[src/rtl/multicycle_control.sv]
// Moore control FSM for the multi-cycle processor.
// Sequences PC, memory, IR, register file and ALU muxes over
// FETCH/DECODE/EXECUTE/MEM/WRITEBACK cycles with a mem_ready handshake.
// Optional feature macro: ADDI_EN (adds ADDI_EX/ADDI_WB states for OP_ADDI).
module multicycle_control #(
  parameter logic [5:0] OP_RTYPE = 6'b000000,
  parameter logic [5:0] OP_LW    = 6'b100011,
  parameter logic [5:0] OP_SW    = 6'b101011,
  parameter logic [5:0] OP_BEQ   = 6'b000100,
  parameter logic [5:0] OP_J     = 6'b000010,
  parameter logic [5:0] OP_ADDI  = 6'b001000
) (
  input  logic       clk,
  input  logic       rst_n,
  input  logic [5:0] opcode,
  input  logic       mem_ready,
  output logic       pc_write,
  output logic       pc_write_cond,
  output logic       i_or_d,
  output logic       mem_read,
  output logic       mem_write,
  output logic       ir_write,
  output logic       mem_to_reg,
  output logic       reg_dst,
  output logic       reg_write,
  output logic       alu_src_a,
  output logic [1:0] alu_src_b,
  output logic [1:0] alu_op,
  output logic [1:0] pc_source,
  output logic       illegal_op,
  output logic [3:0] state
);

  typedef enum logic [3:0] {
    S_FETCH    = 4'd0,
    S_DECODE   = 4'd1,
    S_MEM_ADDR = 4'd2,
    S_MEM_RD   = 4'd3,
    S_MEM_WB   = 4'd4,
    S_MEM_WR   = 4'd5,
    S_EXEC     = 4'd6,
    S_R_WB     = 4'd7,
    S_BRANCH   = 4'd8,
`ifdef ADDI_EN
    S_JUMP     = 4'd9,
    S_ADDI_EX  = 4'd10,
    S_ADDI_WB  = 4'd11
`else
    S_JUMP     = 4'd9
`endif
  } state_t;

  state_t r_state;
  state_t w_next_state;
  logic   r_illegal;
  logic   w_decode_illegal;

  assign state      = r_state;
  assign illegal_op = r_illegal;

  // State register and the registered one-cycle illegal-opcode flag.
  always_ff @(posedge clk) begin
    if (!rst_n) begin
      r_state   <= S_FETCH;
      r_illegal <= 1'b0;
    end else begin
      r_state   <= w_next_state;
      r_illegal <= w_decode_illegal;
    end
  end

  // Next-state selection; opcode matters only in DECODE and MEM_ADDR.
  always_comb begin
    w_next_state     = S_FETCH;
    w_decode_illegal = 1'b0;
    case (r_state)
      S_FETCH: begin
        if (mem_ready) begin
          w_next_state = S_DECODE;
        end else begin
          w_next_state = S_FETCH;
        end
      end
      S_DECODE: begin
        case (opcode)
          OP_RTYPE:     w_next_state = S_EXEC;
          OP_LW, OP_SW: w_next_state = S_MEM_ADDR;
          OP_BEQ:       w_next_state = S_BRANCH;
          OP_J:         w_next_state = S_JUMP;
`ifdef ADDI_EN
          OP_ADDI:      w_next_state = S_ADDI_EX;
`endif
          default: begin
            w_next_state     = S_FETCH;
            w_decode_illegal = 1'b1;
          end
        endcase
      end
      S_MEM_ADDR: begin
        if (opcode == OP_LW) begin
          w_next_state = S_MEM_RD;
        end else if (opcode == OP_SW) begin
          w_next_state = S_MEM_WR;
        end else begin
          w_next_state = S_FETCH;
        end
      end
      S_MEM_RD: begin
        if (mem_ready) begin
          w_next_state = S_MEM_WB;
        end else begin
          w_next_state = S_MEM_RD;
        end
      end
      S_MEM_WB: w_next_state = S_FETCH;
      S_MEM_WR: begin
        if (mem_ready) begin
          w_next_state = S_FETCH;
        end else begin
          w_next_state = S_MEM_WR;
        end
      end
      S_EXEC:    w_next_state = S_R_WB;
      S_R_WB:    w_next_state = S_FETCH;
      S_BRANCH:  w_next_state = S_FETCH;
      S_JUMP:    w_next_state = S_FETCH;
`ifdef ADDI_EN
      S_ADDI_EX: w_next_state = S_ADDI_WB;
      S_ADDI_WB: w_next_state = S_FETCH;
`endif
      // Unused encodings recover to FETCH.
      default:   w_next_state = S_FETCH;
    endcase
  end

  // Moore output decode; only FETCH also looks at mem_ready to gate IR/PC loads.
  always_comb begin
    pc_write      = 1'b0;
    pc_write_cond = 1'b0;
    i_or_d        = 1'b0;
    mem_read      = 1'b0;
    mem_write     = 1'b0;
    ir_write      = 1'b0;
    mem_to_reg    = 1'b0;
    reg_dst       = 1'b0;
    reg_write     = 1'b0;
    alu_src_a     = 1'b0;
    alu_src_b     = 2'b00;
    alu_op        = 2'b00;
    pc_source     = 2'b00;
    case (r_state)
      S_FETCH: begin
        mem_read  = 1'b1;
        alu_src_b = 2'b01;
        ir_write  = mem_ready;
        pc_write  = mem_ready;
      end
      S_DECODE: begin
        alu_src_b = 2'b11;
      end
      S_MEM_ADDR: begin
        alu_src_a = 1'b1;
        alu_src_b = 2'b10;
      end
      S_MEM_RD: begin
        mem_read = 1'b1;
        i_or_d   = 1'b1;
      end
      S_MEM_WB: begin
        reg_write  = 1'b1;
        mem_to_reg = 1'b1;
      end
      S_MEM_WR: begin
        mem_write = 1'b1;
        i_or_d    = 1'b1;
      end
      S_EXEC: begin
        alu_src_a = 1'b1;
        alu_op    = 2'b10;
      end
      S_R_WB: begin
        reg_write = 1'b1;
        reg_dst   = 1'b1;
      end
      S_BRANCH: begin
        alu_src_a     = 1'b1;
        alu_op        = 2'b01;
        pc_write_cond = 1'b1;
        pc_source     = 2'b01;
      end
      S_JUMP: begin
        pc_write  = 1'b1;
        pc_source = 2'b10;
      end
`ifdef ADDI_EN
      S_ADDI_EX: begin
        alu_src_a = 1'b1;
        alu_src_b = 2'b10;
      end
      S_ADDI_WB: begin
        reg_write = 1'b1;
      end
`endif
      default: begin
        pc_write = 1'b0;
      end
    endcase
  end

endmodule

[config.mk]
export PLATFORM = sky130hd
export DESIGN_NAME = multicycle_control
export DESIGN_NICKNAME = d
export VERILOG_FILES = /design/src/rtl/multicycle_control.sv
export SDC_FILE = /design/constraint.sdc
export NUM_CORES = 1
export LEC_CHECK = 0
export ABC_AREA = 0
export BUFFER_PORTS_ARGS = -buffer_cell sky130_fd_sc_hd__buf_2
export CORE_AREA = 8 8 45 47
export DETAILED_ROUTE_END_ITERATION = 10
export DIE_AREA = 0 0 53 55
export PLACE_DENSITY = 0.67
export SYNTH_ARGS = -nofsm -noshare
export SYNTH_HDL_FRONTEND = slang
export SYNTH_SLANG_ARGS = --single-unit
[constraint.sdc]
create_clock -name clk -period 2.2 [get_ports clk]
set_input_delay 0.33 -clock clk [delete_from_list [all_inputs] [get_ports clk]]
set_output_delay 0.33 -clock clk [all_outputs]
set_load 0.01 [all_outputs]
# Word-level counts from Yosys, hierarchy flattened
# Index checks and enable logic that the tools add are counted.
# W data, S select, Z words.
# op_classes
muxes	21
n_eq_ne	13
n_reduce_logical	9
# op_table
op	count
$pmux W4 S6	1
$eq A4 B3 Y1 const B	4
$pmux W4 S4	1
$eq A6 B6 Y1 const B	2
$mux W3	4
$mux W1	11
$eq A4 B2 Y1 const B	2
$eq A4 B4 Y1 const B	2
$pmux W2 S2	2
$reduce_or A2 Y1	4
$eq A6 B2 Y1 const B	1
$eq A6 B3 Y1 const B	1
$logic_not A6 Y1	1
$pmux W2 S3	1
$reduce_or A5 Y1	1
$eq A4 B1 Y1 const B	1
$logic_not A4 Y1	1
$reduce_or A3 Y1	1
$pmux W1 S2	1
$reduce_and A2 Y1	1
# word_totals
register_bits	5
input_bits	9
output_inout_bits	21

# Longest topological paths before layout
# depth
word_depth	4
mapped_depth	5
mapped_depth_nobuf	4

# Worst setup path before layout
# OpenSTA, ideal clock, no wires.
# synth_timing
path_kind	register to output
start	register r_state[3] (netlist: state[3])
end	output port pc_write
path_buffers	1
stages_incl_launch_ff	5
arrival_time_ns	1.586
setup_slack_ns	0.284
path_cell_list	dfxtp_1 or2_2 clkbuf_1 nor4b_1 or2_2
# synth_via
elab_chain_len	2
word_cells_on_any_way	3
classes_between	eq/ne: 1; mux: 1; reduce/logical: 1
# synth_rtl
item	line	source
from (decl)	53	state_t r_state;
from (signal assigned)	67	r_state <= w_next_state;
$eq A4 B4 Y1 / $logic_not A4 Y1 (equally long branches)	151	case (r_state)
$pmux W1 S2 (*)	151	
to (decl)	17	output logic pc_write,
# Every way passes the cells marked *; elsewhere a longest branch is shown, timed or not.

# Worst setup path in the final report
# Ends and elaborated chain as after synthesis.

==> impl_results.md <==
- Synth cell types: 28
- Final ANT Viol Nets: 0
- Final setup viols: 0
- Core ar.: 1380 µm²
- Setup_tns: 0 ns
- Worst-Margin Slew: 0.474 ns
- Reg clk slew, reported paths: ~0.040 ns
- Worst-path fanout max: 9
- Minimum clock period: 1.95 ns
- Seq/Total Area, Yosys: 0.205
- Setup slack after layout: 0.251 ns
- Syn avg cell area: 7.19 µm²
- Core Rows: 14
- Fin crit share: 0.886
- Clk sink count: 5
- Startpoint Class: register
- Peak Freq: 513 MHz
- Leading area contributor after synthesis: dfxtp_1
- Commonest cells in the netlist: 9 x nor2_1, 5 x dfxtp_1, 5 x nand2b_1
- Gr usage total: 0.101
- Synth Flop Type: dfxtp_1
- Max-slew violations: 0
- Area after DPL: 639 µm²
- Status: completed
- Post-route clock skew: just under 0.0009 ns
- Final hold violation count: 0
- Multi-input logic area: ~360 µm²
- Power consumption: 0.250 mW
- DP Cell Count: 109
- Slew HR: 0.684
- Die area: 2920 µm²
- CP Capture Type: output pin
- Io pins: 30
- Flops & latches, synth: 5
- Layout Nets: between 100 and 150
- CP most frequent cell: or2_2
- Via density: 5.21
- Crit Path Category: reg -> out
- Cell area after layout: 666 µm²
- Syn-to-layout area delta: 36.1%
- Via Count: 589
- Count of input and output buffers: 29
- Filler cell count: 143
- Vias in the first global route: 542
- Drt initial violations: 12
- Layout cells sized above 1: 0.412
- Area contributors post-synth: dfxtp_1 20%, nor2_1 6.9%, nand2b_1 6.4%
- H-tree depth: 1
- Ys async rst share: 0
- Cell chain of the critical path: or2_2 > nor4b_1 > or2_2 > buf_2
- PD cells: between 300 and 400 nW/µm²
- Starting Density: 0.354
- TritonCTS clock tree: built
- Hold WS: 0.373 ns
- Filler-free cell count of the finished design: 113
- Buffers and inverters on the worst path: 1
- RSZ-0062 raised after global routing: false
- Syn_nets: 77
- Worst vdd ir: 251 µV
- Clk_lat worst skew: ~0.24 ns
- Count leader, synth: nor2_1
- Post-CTS sizing: 0
- Slowest cell delay on critical path: 0.38 ns
- Number of flops mapped to enable cells by yosys: 0
- Die width: approximately 53 µm
- ANT cells: 0
- Post-layout util: 0.481
- Routed wire length: 1.44 mm
- Initial antenna violation count: 0
- Hpwl dp: 1.15 mm
- DRC: 0
- Mapped Cells: 68
- Post-synth top area share: 0.205
- Critical path's slowest cell: dfxtp_1
- Reg area: 100 µm²
- Synthesized area: between 400 and 500 µm²
- Yosys Warn Count: 0
- Post-CTS Setup Inserts: 0
- Height of the die: 55 µm
- # Max-Cap Violations: 0
- Worst Path Arrival: 1.62 ns
- Root Buffer: clkbuf_4
- Worst hold path class: in -> reg
- Avg WL per Cell: 12.7 µm
- # hold bufs at CTS: 0
- Worst EP required: 1.87 ns
- Largest net degree at the start of global routing: 17
- Longest Clk Path Bufs: 2
- P_leak: between 0.3 and 0.4 nW
- Place WS: 0.428 ns
- First-pass GRT wire length: approximately 2.3 mm
- Total congestion overflow: 0
- GPL Wtd Cong: slightly above 0.8
- Router iterations before antenna repair: 4
- Num CTS Buffers: 3
- Crit path max-delay family: simple AND/OR/NAND/NOR gates
state kept, by name, indices dropped and copies added, names as in the netlist:
register	count
state	4
illegal_op	1
where the power goes:
group | internal (mW) | switching, mW
Sequential | 0.0931 | 0.00450
Combinational | 0.0240 | 0.0242
Clock | 0.0685 | 0.0361
final timing paths:
| path | cells after the start | from | slack [ns] | end |
|---|---|---|---|---|
| worst max-delay path | 4 | state[3] | 0.25 | pc_write |
| worst min register to register | 2 | state[3] | 0.71 | state[2] |
| worst min-delay path | 3 | rst_n | 0.37 | state[3] |
| worst max register to register | 4 | state[0] | 0.40 | state[0] |
area by class of cell:
| cell class | instances | share of cell area |
|---|---|---|
| multi-input cells | 56 | 0.539 |
| well taps | 16 | 0.0301 |
| flip-flops and latches | 5 | 0.150 |
| inverters | 2 | 0.0113 |
| repair buffers | 30 | 0.229 |
| clock buffers | 4 | 0.0395 |
kinds of logic after synthesis:
family | after synthesis | synth area share
and+or+nand+nor | 43 | 0.547
AOI/OAI and AO/OA | 11 | 0.151
xor gates and xnor gates | 2 | 0.0358
DFF | 5 | 0.205
buffers and inverters | 7 | 0.0614
metal layers:
| layer | share of wire | track usage | wire, µm | up-vias |
|---|---|---|---|---|
| li1 | - | - | - | 301 |
| met1 | 0.43 | 0.117 | 614 | 256 |
| met2 | 0.43 | 0.170 | 619 | 30 |
| met3 | 0.13 | 0.0294 | 193 | 2 |
| met4 | 0.0076 | 0.0388 | 11 | 0 |
| met5 | 0 | 0 | 0 | - |
worst register-to-register path, stage by stage (launching register included):
cell	delay (ns)
dfxtp_1	0.57
or4b_4	0.56
or3_1	0.38
o31ai_1	0.08
o31a_1	0.15
placed cells by master, fill, tap and decap left out, types with 2 or more instances in the layout:
master and n:
buf_2 29, nor2_1 9, nand2b_1 5, dfxtp_1 5, nor4_1 4, a21oi_1 4, or2_2 3, nor3_1 3
or3_1 3, o31a_1 3, clkbuf_4 3, nor4b_1 2, nand2_1 2, xnor2_1 2, nor3b_1 2, nor2b_1 2
inv_1 2, or3b_2 2
Power figures use the tool's default switching activity.
